**src/rtl/pc_fetch_sequencer_pkg.sv**
```systemverilog
// Shared encodings and constants for the fetch-side PC controller.
// Fetch state encodings, the NOP word and the default reset PC live here.
package pc_fetch_sequencer_pkg;

    typedef enum logic [1:0] {
        FS_FETCH = 2'd0,
        FS_WAIT  = 2'd1,
        FS_HOLD  = 2'd2,
        FS_DROP  = 2'd3
    } fetch_state_t;

    localparam logic [31:0] INST_NOP         = 32'h0000_0013;
    localparam logic [31:0] DEFAULT_RESET_PC = 32'h0000_0000;
    localparam logic [31:0] PC_STEP          = 32'd4;

    // Redirect targets are forced onto a word boundary.
    function automatic logic [31:0] align_pc(input logic [31:0] addr);
        return {addr[31:2], 2'b00};
    endfunction

endpackage

```
**src/rtl/pc_fetch_sequencer_hold_reg.sv**
```systemverilog
// One-entry valid/pc/inst register used both as the IF output slot and as
// the overflow hold register. Load beats move, move beats clear.
module fetch_hold_reg
    import pc_fetch_sequencer_pkg::*;
(
    input  logic        clk,
    input  logic        rst,
    input  logic        clear,
    input  logic        load,
    input  logic [31:0] load_pc,
    input  logic [31:0] load_inst,
    input  logic        move,
    input  logic [31:0] move_pc,
    input  logic [31:0] move_inst,
    output logic        valid,
    output logic [31:0] pc,
    output logic [31:0] inst
);

    always_ff @(posedge clk) begin
        if (rst) begin
            valid <= 1'b0;
            pc    <= 32'h0000_0000;
            inst  <= INST_NOP;
        end else if (load) begin
            valid <= 1'b1;
            pc    <= load_pc;
            inst  <= load_inst;
        end else if (move) begin
            valid <= 1'b1;
            pc    <= move_pc;
            inst  <= move_inst;
        end else if (clear) begin
            valid <= 1'b0;
        end
    end

endmodule

```
**src/rtl/pc_fetch_sequencer.sv**
```systemverilog
// Fetch PC controller: one outstanding imem request, one-entry IF output slot
// plus a hold register, EX redirects with stale-response discard.
//
// Handshakes: a request is accepted on a cycle where imem_req && imem_gnt;
// exactly one response (imem_rvalid) follows at least one cycle later. The IF
// entry is consumed on any edge where if_valid && !stall.
module pc_fetch_sequencer
    import pc_fetch_sequencer_pkg::*;
#(
    parameter logic [31:0] RESET_PC = DEFAULT_RESET_PC
) (
    input  logic        clk,
    input  logic        rst,
    input  logic        ex_pc_src,
    input  logic [31:0] ex_new_pc,
    input  logic        stall,
    output logic        imem_req,
    output logic [31:0] imem_addr,
    input  logic        imem_gnt,
    input  logic        imem_rvalid,
    input  logic [31:0] imem_rdata,
    output logic        if_valid,
    output logic [31:0] if_pc,
    output logic [31:0] if_inst,
    output logic        flush,
    output logic        misalign,
    output logic [1:0]  state
);

    fetch_state_t state_q, state_d;
    logic [31:0]  pc_q, pc_d;
    logic [31:0]  pend_q, pend_d;

    logic         slot_load, slot_move, slot_clear, slot_free;
    logic         hold_load, hold_clear;
    logic         hold_valid;
    logic [31:0]  hold_pc, hold_inst;

    assign slot_free = !if_valid || !stall;
    assign imem_addr = pc_q;
    assign flush     = ex_pc_src;
    assign state     = state_q;

    always_ff @(posedge clk) begin
        if (rst) begin
            state_q  <= FS_FETCH;
            pc_q     <= RESET_PC;
            pend_q   <= RESET_PC;
            misalign <= 1'b0;
        end else begin
            state_q  <= state_d;
            pc_q     <= pc_d;
            pend_q   <= pend_d;
            misalign <= ex_pc_src && (ex_new_pc[1:0] != 2'b00);
        end
    end

    always_comb begin
        state_d    = state_q;
        pc_d       = pc_q;
        pend_d     = pend_q;
        slot_load  = 1'b0;
        slot_move  = 1'b0;
        slot_clear = if_valid && !stall;
        hold_load  = 1'b0;
        hold_clear = 1'b0;
        imem_req   = (state_q == FS_FETCH) && !ex_pc_src;

        if (ex_pc_src) begin
            // Redirect wins over stall and over any response arriving now.
            pc_d       = align_pc(ex_new_pc);
            slot_clear = 1'b1;
            hold_clear = 1'b1;
            unique case (state_q)
                FS_WAIT: state_d = imem_rvalid ? FS_FETCH : FS_DROP;
                FS_DROP: state_d = imem_rvalid ? FS_FETCH : FS_DROP;
                default: state_d = FS_FETCH;
            endcase
        end else begin
            unique case (state_q)
                FS_FETCH: begin
                    if (imem_gnt) begin
                        pend_d  = pc_q;
                        pc_d    = pc_q + PC_STEP;
                        state_d = FS_WAIT;
                    end
                end
                FS_WAIT: begin
                    if (imem_rvalid) begin
                        if (slot_free) begin
                            slot_load = 1'b1;
                            state_d   = FS_FETCH;
                        end else begin
                            hold_load = 1'b1;
                            state_d   = FS_HOLD;
                        end
                    end
                end
                FS_HOLD: begin
                    if (!stall) begin
                        slot_move  = hold_valid;
                        hold_clear = 1'b1;
                        state_d    = FS_FETCH;
                    end
                end
                FS_DROP: begin
                    if (imem_rvalid) begin
                        state_d = FS_FETCH;
                    end
                end
                default: state_d = FS_FETCH;
            endcase
        end
    end

    fetch_hold_reg u_slot (
        .clk       (clk),
        .rst       (rst),
        .clear     (slot_clear),
        .load      (slot_load),
        .load_pc   (pend_q),
        .load_inst (imem_rdata),
        .move      (slot_move),
        .move_pc   (hold_pc),
        .move_inst (hold_inst),
        .valid     (if_valid),
        .pc        (if_pc),
        .inst      (if_inst)
    );

    fetch_hold_reg u_hold (
        .clk       (clk),
        .rst       (rst),
        .clear     (hold_clear),
        .load      (hold_load),
        .load_pc   (pend_q),
        .load_inst (imem_rdata),
        .move      (1'b0),
        .move_pc   (32'h0000_0000),
        .move_inst (32'h0000_0000),
        .valid     (hold_valid),
        .pc        (hold_pc),
        .inst      (hold_inst)
    );

endmodule

```
**config.mk**
```make
export PLATFORM = sky130hd
export DESIGN_NAME = pc_fetch_sequencer
export DESIGN_NICKNAME = d
export VERILOG_FILES = /design/src/rtl/pc_fetch_sequencer_pkg.sv /design/src/rtl/pc_fetch_sequencer_hold_reg.sv /design/src/rtl/pc_fetch_sequencer.sv
export SDC_FILE = /design/constraint.sdc
export NUM_CORES = 1
export LEC_CHECK = 0
export ABC_CLOCK_PERIOD_IN_PS = 5170
export BUFFER_PORTS_ARGS = -buffer_cell sky130_fd_sc_hd__buf_2
export CAP_MARGIN = 40
export CORE_UTILIZATION = 55
export DETAILED_ROUTE_END_ITERATION = 12
export GPL_ROUTABILITY_DRIVEN = 0
export PLACE_DENSITY = 0.81
export SLEW_MARGIN = 20
export SYNTH_ARGS = -nofsm -noshare
export SYNTH_HDL_FRONTEND = slang
export SYNTH_SLANG_ARGS = --single-unit
```
**constraint.sdc**
```tcl
create_clock -name clk -period 5.17 [get_ports clk]
set_input_delay 1.2925 -clock clk [delete_from_list [all_inputs] [get_ports clk]]
set_output_delay 1.2925 -clock clk [all_outputs]
set_load 0.05 [all_outputs]
```
# Word-level counts from Yosys, hierarchy flattened
# Cells that the tools add are included.
# classes
addsub,1
n_eq_ne,7
muxes,36
n_bitwise,1
n_reduce_logical,20
# op_table
op,count
32-bit 2-to-1 mux,7
"32-bit by 3-bit adder with 32-bit output, second input constant",1
1-bit 2-to-1 mux,20
2-bit 2-to-1 mux,8
"3-bit != test, second input constant",4
2-bit nonzero test,5
2-bit case mux with 4 select lines,1
"2-bit == test, second input constant",2
2-bit AND reduction,2
4-bit AND reduction,1
2-bit OR reduction,2
1-bit logical AND,3
1-bit zero test,3
3-bit AND reduction,1
3-bit nonzero test,1
"2-bit by 1-bit == test with 1-bit output, second input constant",1
2-bit zero test,1
1-bit logical OR,1
1-bit inverter,1
# word_totals
register_bits,197
in_bits,70
out_inout_bits,102
wordCells,76

# Longest topological paths before layout
# logic_depth
word_depth,7
depth_mapped,8
ltp_nobuf,6

# Cells and area by module
# Synthesis repeated with hierarchy kept, for this count alone.
# hier_totals
cells_unflattened,975
hier_area_um2,9248.9
# by_module_without_submodules
module,instances,cells_each,area_per_inst_um2,seq_area_each_um2
fetch_hold_reg,2,289,3041.7,1301.2
pc_fetch_sequencer,1,397,3165.5,1261.2

# Worst setup path before layout
# Ideal clock, no wire load.
# synth_timing
kind,in2out
from,in ex_pc_src
to,out imem_req
arrival_ns,2.675
t_required_ns,3.878
slack_ns,1.202
path_stages,3
n_path_buf,2
cell_sequence,clkbuf_1 buf_2 nor3_1
# synth_via
elab_chain_cells,2
# synth_rtl
item,line_no,source
from (decl),pc_fetch_sequencer.sv:14,"input logic ex_pc_src,"
1-bit zero test,pc_fetch_sequencer.sv:67,imem_req = (state_q == FS_FETCH) && !ex_pc_src;
1-bit logical AND,pc_fetch_sequencer.sv:67,
to (decl),pc_fetch_sequencer.sv:17,"output logic imem_req,"
# No other way between the ends.

# Worst setup path in the final report
# Same ends and word-level chain as after synthesis.

==> metrics.md <==
| Metric | Value |
|---|---|
| # resized after CTS | 0 |
| Hold depth | 2 |
| Main synth FF type | dfxtp_1 |
| GRT met2 Usage | 37.87% |
| Met1 Resource Use GR | 38.83% |
| Port bufs | roughly 170 |
| RR Startpoint | state[1]$_SDFFE_PP0P_ |
| Num rows | 42 |
| Critical-path maximum fanout | 18 |
| Min-delay src | u_slot.pc[16]$_SDFFE_PP0P_ |
| Starting DRC count in detailed routing | around 710 |
| Logic gate share of total power | under 10% |
| Post-detail-place hpwl | about 12000 um |
| Clock skew | just over 0.009 ns |
| Worst EP arrival | just under 2 ns |
| N_diodes | 0 |
| Nets | around 1.1k |
| Seq pwr share | 49.1% |
| Setup TNS | 0 ns |
| Final Util | roughly 67% |
| Longest Clk Path Bufs | 2 |
| Initial antenna violation count | 0 |
| Post-Place Cells | around 1.2k |
| Boundary pin count | approximately 170 |
| Sequential-to-total area share from yosys stat | 50.70% |
| Worst-Margin Slew | ~0.8 ns |
| Die area | approximately 0.014 mm^2 |
| Max capacitance violation total | 0 |
| Vias | between 6k and 7k |
| Slew margin rel. | about 46% |
| EDFF count, synth | 0 |
| Worst hold margin | between 0.4 and 0.5 ns |
| Clk pwr share | a little over two fifths |
| Final Hold Viols | 0 |
| Fin crit period | roughly 3.2 ns |
| GRT Util Overall | roughly a quarter |
| Reg2reg path depth | 7 |
| Routed Antenna Nets | 0 |
| Worst VDD drop | roughly 0.00024 V |
| Area Overhead vs Synth | 19.52% |
| GR peak layer | met1 |
| Num CTS Buffers | 17 |
| Routed WL per cell | 15.21 um |
| Sw Pwr | approximately 0.77 mW |
| Nature of the critical path startpoint | primary input |
| Initial core utilization | about 56% |
| Cell Area, Synth | approximately 0.0075 mm^2 |
| Final setup viols | 0 |
| Internal | approximately 2.3 mW |
| Async SR Flop Fraction | 0% |
| YS warnings | 0 |
| Hold crit path type | flop to flop |
| Crit Path Class | primary input to output pin |
| PwrDens | between 300 and 400 mW/mm^2 |
| Clk_lat worst skew | 0.43 ns |
| Largest net degree at the start of global routing | between 100 and 150 |
| H-tree depth | 4 |
| Root Buffer | clkbuf_16 |
| Leak Pwr | 3.403 nW |
| Initial DRT Pass Iterations | 6 |
| Cts hold-fix bufs | 0 |
| Synthesis-stage register bit count | 189 |
| Drt drc | 0 |
| Slew Viols, Final | 0 |
| Synth Instances | a little over 900 |
| Vias per inst | ~5.6 |
| Total gr overflow | 0 |
| Critical Path RT | slightly below 4 ns |
| Status | finished clean |
| CORE AREA | about 0.013 mm^2 |
| Post-Syn Area per Cell | 8.120 um^2 |
| CTS tree | built |
| Global-route wire length before repair | around 30000 um |
| Routed Wire Length | 18720 um |
| Crit end category | output pin |
| Die height | roughly 120 um |
| Max Clk Rate | about 310 MHz |
| GR Util met3 | ~5.3% |
| Worst r2r dst | u_slot.inst[25]$_SDFFE_PP0P_ |
| Vias in the first global route | just under 6k |
| Setup repair bufs after CTS | 0 |
| Worst Hold End | u_slot.pc[16]$_SDFFE_PP0P_ |
| Non-filler cells, final | around 1.2k |
| Die span in x | between 100 and 150 um |
| Post-synth cell types | between 40 and 50 |
| CTS clk-pin slew, worst paths | 0.06 ns |
| RSZ-0062 raised after global routing | no |
| Share of cells above drive strength 1 | 20.66% |
| R2R Setup Slk | approximately 2.7 ns |
| Final worst path period share | roughly 62% |
| Sink Count | between 150 and 200 |
| Sw Ratio | about a quarter |
==> through the flow <==
stage / area, um^2 / setup slack, ns / power (mW)
final: 8919 / 1.950 / 3.111
after global routing: 8919 / 1.893 / 3.202
after CTS: 8899 / 1.946 / 3.119
after detailed placement: 8299 / 1.664 / 1.803
after global placement: 8269 / 1.722 / 1.798
after floorplan: 7473 / 1.202 / 1.720
==> critical path: stages <==
cell	delay [ns]
buf_2	0.20
nor3_1	0.15
buf_2	0.28
==> power groups by stage <==
| stage | Clock, mW | Combinational (mW) | Sequential (mW) |
|---|---|---|---|
| after floorplan | 0 | 0.106 | 1.61 |
| after global placement | 0 | 0.240 | 1.56 |
| after detailed placement | 0 | 0.245 | 1.56 |
| after CTS | 1.35 | 0.246 | 1.53 |
| after global routing | 1.41 | 0.262 | 1.53 |
| final | 1.34 | 0.246 | 1.53 |
==> placed cells by master (no fill, tap or decap), types with 3 or more instances in the layout <==
cell	instances
a211oi_1	18
a21oi_1	155
a221oi_1	3
a22oi_1	59
buf_2	166
buf_4	8
bufinv_16	3
clkbuf_1	3
clkbuf_16	17
clkinv_2	4
conb_1	4
dfxtp_1	189
mux2i_1	4
nand2_1	274
nand3_1	15
nand3b_1	3
nand4_1	12
nor2_1	39
nor3_1	7
nor4_1	3
xnor2_1	4
xor2_1	24
==> area by class of cell <==
type / instances / area [um^2]
clock buffer: 22 / 464.2
tap: 176 / 220.2
timing repair buffer: 178 / 952.2
clock inverter: 10 / 135.1
multi-input combinational: 654 / 3356
sequential: 189 / 3784
inverter: 2 / 7.507
fill: 1158 / 4324
==> Yosys cell counts, types with 2 or more instances <==
cell | number | area share [%]
a21oi_1 | 155 | 10
nand3_1 | 15 | 1.0
buf_4 | 5 | 0.50
a221oi_1 | 3 | 0.35
nor3b_1 | 2 | 0.20
buf_2 | 26 | 1.7
nor3_4 | 2 | 0.44
mux2i_1 | 4 | 0.54
buf_1 | 2 | 0.10
xnor2_1 | 4 | 0.47
a22oi_1 | 59 | 5.9
xor2_1 | 24 | 2.8
and4_1 | 2 | 0.23
nor3_1 | 7 | 0.47
a211oi_1 | 18 | 1.8
o21ai_0 | 2 | 0.13
nand2_1 | 275 | 14
inv_1 | 2 | 0.10
and2_1 | 2 | 0.17
nand3b_1 | 3 | 0.30
nand4_1 | 12 | 1.0
o21a_1 | 2 | 0.20
o31ai_1 | 2 | 0.20
clkbuf_1 | 43 | 2.2
dfxtp_1 | 189 | 51
nor4_1 | 3 | 0.25
nor2_1 | 39 | 2.0
==> state kept, by name (all words and copies together), names as in the netlist, 2 cells and up <==
name	flops
u_hold.inst	32
state	2
imem_addr	30
u_slot.pc	30
pend_q	30
u_slot.inst	32
u_hold.pc	30
==> how the worst max path moves through the flow <==
stage / start / to / slack [ns] / depth (start not counted)
finish: ex_pc_src / imem_req / 1.95 / 3
global route: ex_pc_src / imem_req / 1.89 / 3
CTS: ex_pc_src / imem_req / 1.95 / 3
detailed placement: ex_pc_src / u_hold.inst[11]$_SDFFE_PP0P_ / 1.66 / 6
global placement: ex_pc_src / u_hold.inst[22]$_SDFFE_PP0P_ / 1.72 / 6
floorplan: ex_pc_src / imem_req / 1.20 / 3
==> kinds of logic after synthesis <==
group / synth area share (%)
and+or+nand+nor: 20.94
muxes: 0.5366
AOI/OAI and AO/OA: 19.63
DFF: 50.70
other: 0.05025
adders and majority gates: 0.1676
xor gates and xnor gates: 3.286
buffers and inverters: 4.678
==> metal layers <==
layer  wire length [um]  vias up
met5                  0        -
met4                406        0
met3               1274       33
met2               8574      283
met1               8465     3198
li1                   -     3371
Power figures use the tool's default switching activity.
